## src/rtl/mem_arb_pkg.sv

```systemverilog
// Shared types and constants for the two-requester memory port arbiter.
package mem_arb_pkg;

    typedef enum logic [1:0] {
        IDLE  = 2'd0,
        ISSUE = 2'd1,
        WAIT  = 2'd2
    } state_e;

    typedef enum logic {
        OWN_IF = 1'b0,
        OWN_LS = 1'b1
    } owner_e;

    localparam int DEF_TIMEOUT = 255;

endpackage

```

## src/rtl/mem_arb_grant.sv

```systemverilog
// Grant selection between instruction fetch and load/store.
// Build option MEM_ARB_RR_EN: round-robin on ties (pointer flop present);
// otherwise fixed priority with LS winning every tie and no pointer state.
module mem_arb_grant
    import mem_arb_pkg::*;
(
    input  logic   i_clk,
    input  logic   i_rst_n,
    input  logic   i_if_vld,
    input  logic   i_ls_vld,
    input  logic   i_accept,
    output logic   o_grant_if,
    output logic   o_grant_ls,
    output owner_e o_owner
);

    logic w_tie_ls;

`ifdef MEM_ARB_RR_EN
    owner_e r_last;

    // Remember who was granted last so a tie goes to the other requester
    always_ff @(posedge i_clk or negedge i_rst_n) begin
        if (!i_rst_n) begin
            r_last <= OWN_IF;
        end else if (i_accept) begin
            r_last <= o_owner;
        end
    end

    assign w_tie_ls = (r_last == OWN_IF);
`else
    logic w_unused;
    assign w_unused = ^{i_clk, i_rst_n, i_accept};
    assign w_tie_ls = 1'b1;
`endif

    // Single winner: LS takes it alone or on a tie it is entitled to
    always_comb begin
        o_grant_ls = i_ls_vld && (!i_if_vld || w_tie_ls);
        o_grant_if = i_if_vld && !o_grant_ls;
        o_owner    = o_grant_ls ? OWN_LS : OWN_IF;
    end

endmodule

```

## src/rtl/mem_port_arbiter.sv

```systemverilog
// Shares one single-ported memory between instruction fetch and the LSU.
// One transaction at a time: IDLE -> ISSUE -> (WAIT) -> IDLE, with a
// response timeout and a sticky spurious-response flag.
// Build option MEM_ARB_RR_EN selects round-robin tie breaking.
module mem_port_arbiter
    import mem_arb_pkg::*;
#(
    parameter int ADDR_W      = 32,
    parameter int DATA_W      = 32,
    parameter int TIMEOUT_CYC = DEF_TIMEOUT
) (
    input  logic                i_clk,
    input  logic                i_rst_n,
    input  logic                if_req_vld,
    input  logic [ADDR_W-1:0]   if_addr,
    output logic                if_req_rdy,
    output logic                if_rsp_vld,
    output logic [DATA_W-1:0]   if_rsp_data,
    output logic                if_rsp_err,
    input  logic                ls_req_vld,
    input  logic [ADDR_W-1:0]   ls_addr,
    input  logic                ls_wren,
    input  logic [DATA_W-1:0]   ls_wdata,
    input  logic [DATA_W/8-1:0] ls_bmask,
    output logic                ls_req_rdy,
    output logic                ls_rsp_vld,
    output logic [DATA_W-1:0]   ls_rsp_data,
    output logic                ls_rsp_err,
    output logic                mem_req_vld,
    output logic [ADDR_W-1:0]   mem_addr,
    output logic                mem_wren,
    output logic [DATA_W-1:0]   mem_wdata,
    output logic [DATA_W/8-1:0] mem_bmask,
    input  logic                mem_req_rdy,
    input  logic                mem_rsp_vld,
    input  logic [DATA_W-1:0]   mem_rsp_data,
    output logic                busy,
    output logic                spur_rsp
);

    localparam logic [15:0] LP_TMO_LAST = 16'(TIMEOUT_CYC - 1);

    state_e                r_state;
    owner_e                r_owner;
    logic [ADDR_W-1:0]     r_addr;
    logic                  r_wren;
    logic [DATA_W-1:0]     r_wdata;
    logic [DATA_W/8-1:0]   r_bmask;
    logic [15:0]           r_cnt;
    logic                  r_if_rsp_vld, r_if_rsp_err;
    logic                  r_ls_rsp_vld, r_ls_rsp_err;
    logic [DATA_W-1:0]     r_if_rsp_data, r_ls_rsp_data;
    logic                  r_spur;

    logic                  w_idle, w_accept;
    logic                  w_grant_if, w_grant_ls;
    owner_e                w_owner;
    logic                  w_done, w_done_err;
    logic [DATA_W-1:0]     w_done_data;

    assign w_idle   = (r_state == IDLE);
    assign w_accept = w_idle && (if_req_vld || ls_req_vld);

    mem_arb_grant u_grant (
        .i_clk      (i_clk),
        .i_rst_n    (i_rst_n),
        .i_if_vld   (if_req_vld),
        .i_ls_vld   (ls_req_vld),
        .i_accept   (w_accept),
        .o_grant_if (w_grant_if),
        .o_grant_ls (w_grant_ls),
        .o_owner    (w_owner)
    );

    assign if_req_rdy  = w_idle && w_grant_if;
    assign ls_req_rdy  = w_idle && w_grant_ls;
    assign mem_req_vld = (r_state == ISSUE);
    assign mem_addr    = r_addr;
    assign mem_wren    = r_wren;
    assign mem_wdata   = r_wdata;
    assign mem_bmask   = r_bmask;
    assign busy        = !w_idle;
    assign spur_rsp    = r_spur;
    assign if_rsp_vld  = r_if_rsp_vld;
    assign if_rsp_data = r_if_rsp_data;
    assign if_rsp_err  = r_if_rsp_err;
    assign ls_rsp_vld  = r_ls_rsp_vld;
    assign ls_rsp_data = r_ls_rsp_data;
    assign ls_rsp_err  = r_ls_rsp_err;

    // Detect transaction completion: store handshake, read data, or timeout
    always_comb begin
        w_done      = 1'b0;
        w_done_err  = 1'b0;
        w_done_data = '0;
        case (r_state)
            ISSUE: begin
                if (mem_req_rdy && r_wren) w_done = 1'b1;
            end
            WAIT: begin
                if (mem_rsp_vld) begin
                    w_done      = 1'b1;
                    w_done_data = mem_rsp_data;
                end else if (r_cnt == LP_TMO_LAST) begin
                    w_done     = 1'b1;
                    w_done_err = 1'b1;
                end
            end
            default: ;
        endcase
    end

    // Transaction FSM: capture on accept, hold mem_* through ISSUE, count in WAIT
    always_ff @(posedge i_clk or negedge i_rst_n) begin
        if (!i_rst_n) begin
            r_state <= IDLE;
            r_owner <= OWN_IF;
            r_addr  <= '0;
            r_wren  <= 1'b0;
            r_wdata <= '0;
            r_bmask <= '0;
            r_cnt   <= '0;
        end else begin
            case (r_state)
                IDLE: begin
                    if (w_accept) begin
                        r_owner <= w_owner;
                        r_state <= ISSUE;
                        if (w_owner == OWN_LS) begin
                            r_addr  <= ls_addr;
                            r_wren  <= ls_wren;
                            r_wdata <= ls_wdata;
                            r_bmask <= ls_bmask;
                        end else begin
                            r_addr  <= if_addr;
                            r_wren  <= 1'b0;
                            r_wdata <= '0;
                            r_bmask <= '0;
                        end
                    end
                end
                ISSUE: begin
                    if (mem_req_rdy) begin
                        if (r_wren) begin
                            r_state <= IDLE;
                        end else begin
                            r_state <= WAIT;
                            r_cnt   <= '0;
                        end
                    end
                end
                WAIT: begin
                    if (w_done) r_state <= IDLE;
                    else        r_cnt   <= r_cnt + 16'd1;
                end
                default: r_state <= IDLE;
            endcase
        end
    end

    // Registered response pulse to the owner; data/err hold between pulses
    always_ff @(posedge i_clk or negedge i_rst_n) begin
        if (!i_rst_n) begin
            r_if_rsp_vld  <= 1'b0;
            r_if_rsp_err  <= 1'b0;
            r_if_rsp_data <= '0;
            r_ls_rsp_vld  <= 1'b0;
            r_ls_rsp_err  <= 1'b0;
            r_ls_rsp_data <= '0;
        end else begin
            r_if_rsp_vld <= 1'b0;
            r_ls_rsp_vld <= 1'b0;
            if (w_done) begin
                if (r_owner == OWN_LS) begin
                    r_ls_rsp_vld  <= 1'b1;
                    r_ls_rsp_err  <= w_done_err;
                    r_ls_rsp_data <= w_done_data;
                end else begin
                    r_if_rsp_vld  <= 1'b1;
                    r_if_rsp_err  <= w_done_err;
                    r_if_rsp_data <= w_done_data;
                end
            end
        end
    end

    // Sticky flag for memory responses arriving when none is expected
    always_ff @(posedge i_clk or negedge i_rst_n) begin
        if (!i_rst_n) begin
            r_spur <= 1'b0;
        end else if (mem_rsp_vld && (r_state != WAIT)) begin
            r_spur <= 1'b1;
        end
    end

endmodule

```

## config.mk

```make
export PLATFORM = sky130hd
export DESIGN_NAME = mem_port_arbiter
export DESIGN_NICKNAME = d
export VERILOG_FILES = /design/src/rtl/mem_arb_pkg.sv /design/src/rtl/mem_arb_grant.sv /design/src/rtl/mem_port_arbiter.sv
export SDC_FILE = /design/constraint.sdc
export NUM_CORES = 1
export LEC_CHECK = 0
export CORE_ASPECT_RATIO = 0.5
export CORE_MARGIN = 3
export CORE_UTILIZATION = 38
export DETAILED_ROUTE_END_ITERATION = 8
export PLACE_DENSITY = 0.77
export SLEW_MARGIN = 20
export SYNTH_ARGS = -nofsm -noshare
export SYNTH_HDL_FRONTEND = slang
export SYNTH_SLANG_ARGS = --single-unit
```

## constraint.sdc

```tcl
create_clock -name i_clk -period 1.7 [get_ports i_clk]
set_input_delay 0.34 -clock i_clk [delete_from_list [all_inputs] [get_ports i_clk]]
set_output_delay 0.34 -clock i_clk [all_outputs]
set_load 0.01 [all_outputs]
```

==> summary.md, run 1 <==
| Metric | Value |
|---|---|
| Final Hold Viols | `0` |
| EDFF count, synth | `0` |
| Layout overhead on the synthesized area | `73.8%` |
| Worst path required time | `2.00 ns` |
| Commonest non-fill, non-tap cells in the layout | `clkdlybuf4s50_1 (191), dfrtp_1 (157), a22o_1 (101)` |
| Met1 Usage GRT | `25.4%` |
| Peak supply drop | `0.00113 V` |
| GRT overflow | `0` |
| Root Buffer | `clkbuf_16` |
| Filler Cell Count | `1074` |
| Starting density of the core | `40.0%` |
| Clock latency on the worst-skew pair | `0.42 ns` |
| CTS Buffer Depth | `2` |
| Total track usage | `21.4%` |
| Fraction of layout cells with a size suffix above 1 | `18.2%` |
| Initial antenna violation count | `0` |
| Post-synthesis async set-or-reset flop share | `100%` |
| Worst EP arrival | `2.29 ns` |
| DR vias | `5689` |
| Drt first-iter violations | `248` |
| Met2 usage | `37.3%` |
| Yosys warnings | `0` |
| H-tree depth | `4` |
| Sequential element share of the synthesized area | `61.8%` |
| Tcrit/Tclk final | `117%` |
| # IOs | `281` |
| Synth cell types | `46` |
| Fin crit period | `1.99 ns` |
| Die height | `97.5 um` |
| Sink Count | `157` |
| Drt first pass iters | `5` |
| Total core area | `0.0159 sq mm` |
| Die area | `0.0184 sq mm` |
| Die Wd | `189 um` |
| Pin count of the biggest net entering global routing | `52` |
| Worst-path clk slew | `0.07 ns` |
| Post-synth design cell area | `0.00636 sq mm` |
| #FFs+latches synth | `157` |
| WS Path Type | `register to register` |
| Slew Viols, Final | `0` |
| RSZ-0062 raised after global routing | `yes` |
| # Max-Cap Violations | `0` |
| Row cnt | `32` |
| Total Power | `18.0 mW` |
| Crit. End Element | `register` |
| Startpoint types | `register` |
| Final setup violating endpoints | `88` |
| Ys flop type | `dfrtp_1` |
| Port Buffers | `280` |
| Hold crit path type | `input pin to async pin` |
| Vias in the first global route | `5778` |
| GP Congestion | `0.790` |
| Routed WL | `21000 um` |
| First-pass GRT wire length | `31400 um` |
| Power density cells | `1630 mW/mm^2` |
| CP Max Fanout | `11` |
| Antenna cells | `0` |
| Failing checks | `setup timing` |
| Most common cell after layout, fill and taps aside | `clkdlybuf4s50_1` |
| Wire per inst | `19.3 um` |
| Syn Nets | `657` |
| Final net count | `997` |
| Min Hold Slack | `0.391 ns` |
| Number of CTS-inserted buffers | `17` |
| Peak Freq | `503 MHz` |
| Final antenna-violating net count | `0` |
| Slew margin rel. | `64.7%` |
| Mapped Cells | `513` |
| Syn avg cell area | `12.4 sq um` |
| DRC violation count after routing | `0` |
| CTS tree | `built` |
| Outcome | `complete, but fails checks` |
| Final Worst Setup Slack | `-0.288 ns` |
| Clock Skews | `0.0113 ns` |
| GR peak layer | `met2` |
| Post-DP HPWL | `14200 um` |
| Placement Setup Slack | `-0.357 ns` |
| Transition time of the tightest slew-check pin | `0.529 ns` |
| Leakage | `5.87 nW` |
| GR Util met3 | `4.97%` |
| Via density per instance | `5.23` |
==> flip-flops by register name (all words and copies together) (netlist names), 2 cells and up <==
name and cells:
r_state 2, if_rsp_data 32, mem_bmask 4, mem_wdata 32, r_cnt 16, mem_addr 32, ls_rsp_data 32
==> cells by family after synthesis <==
group	Yosys count	share of synthesized area (%)
AOI/OAI and AO/OA	168	20.3
xor gates and xnor gates	8	1.10
adders and majority gates	5	0.984
buffers and inverters	50	3.52
DFF	157	61.8
muxes	32	5.04
and+or+nand+nor	93	7.30
==> path summary, 6_finish.rpt <==
check | start | end | slack (ns) | cells after the start
max | r_state[0] | ls_rsp_data[12] | -0.29 | 7
min | i_rst_n | ls_rsp_data[20] | 0.39 | 2
max reg2reg | r_state[0] | ls_rsp_data[12] | -0.29 | 7
min reg2reg | mem_addr[13] | mem_addr[13] | 0.47 | 2
max in group asynchronous | i_rst_n | mem_wdata[26] | 0.74 | 3
min in group i_clk | mem_addr[13] | mem_addr[13] | 0.47 | 2
==> power by group <==
group          total [mW]  switching, mW  internal (mW)  leakage [nW]
Combinational        8.20           3.61           4.59          3.55
Clock                3.89           1.67           2.22         0.289
Sequential           5.95          0.793           5.16          2.03
==> metal layers <==
layer | routed length, um | vias up
li1 | - | 2570
met1 | 7980 | 2835
met2 | 11000 | 232
met3 | 1230 | 52
met4 | 685 | 0
met5 | 0 | -
==> worst max-delay path, stage by stage (launching register included) <==
cell and delay [ns]:
dfrtp_1 0.43, inv_2 0.12, ha_4 0.19, and4bb_1 0.24, and4_4 0.33, o21bai_4 0.13, clkbuf_16 0.20, a22o_1 0.23
==> cell usage after synthesis, drive strengths merged, types with 2 or more instances <==
cell type  instances  area share (%)
nand3              5            0.39
o21bai             2            0.47
clkbuf            21             1.2
ha                 5            0.98
nand4              2            0.20
a21o               3            0.35
mux2i             32             5.0
and3               2            0.20
a22o             101              14
o21ai             43             3.4
a31oi              2            0.20
nor2              17             1.0
buf               13             1.3
dfrtp            157              62
nand2b             2            0.20
inv               16            0.94
a21oi              6            0.47
o31ai              3            0.35
and4               3            0.45
xnor2              8             1.1
nand2             43             2.5
nor4               5            0.69
nor3               5            0.39
==> stage by stage <==
stage               instance area, sq um  TNS (ns)  instances  utilization [%]
floorplan                           6390     -1.72        513                -
global placement                    9850    -12.67       1035             61.9
detailed placement                  9850    -15.67       1035             61.9
CTS                                10600    -11.51       1077             66.8
global route                       11000    -21.90       1087             69.5
finish                             11000    -18.78       1087             69.5
==> final cells by class <==
cell class | count | area (sq um) | share of cell area [%]
tap | 221 | 277 | 2.50
clock inverter | 14 | 175 | 1.59
sequential | 157 | 3930 | 35.6
multi-input combinational | 307 | 2450 | 22.1
timing repair buffer | 354 | 3730 | 33.8
inverter | 16 | 62.6 | 0.566
clock buffer | 18 | 429 | 3.88
==> timing repair <==
action,in CTS,in global routing
gates cloned,1,2
setup endpoints to repair,95,164
pin swaps,4,30
hold buffers,1,0
buffers inserted,8,10
endpoints found under the hold margin,28,0
gates resized for setup,51,114
Power figures use the tool's default switching activity.
==> run 2, diff against run 1 <==
- CTS_CLUSTER_SIZE: unset -> 28
==> results of run 2 <==
No change in the layout: final DEF, timing and power equal those of run 1.
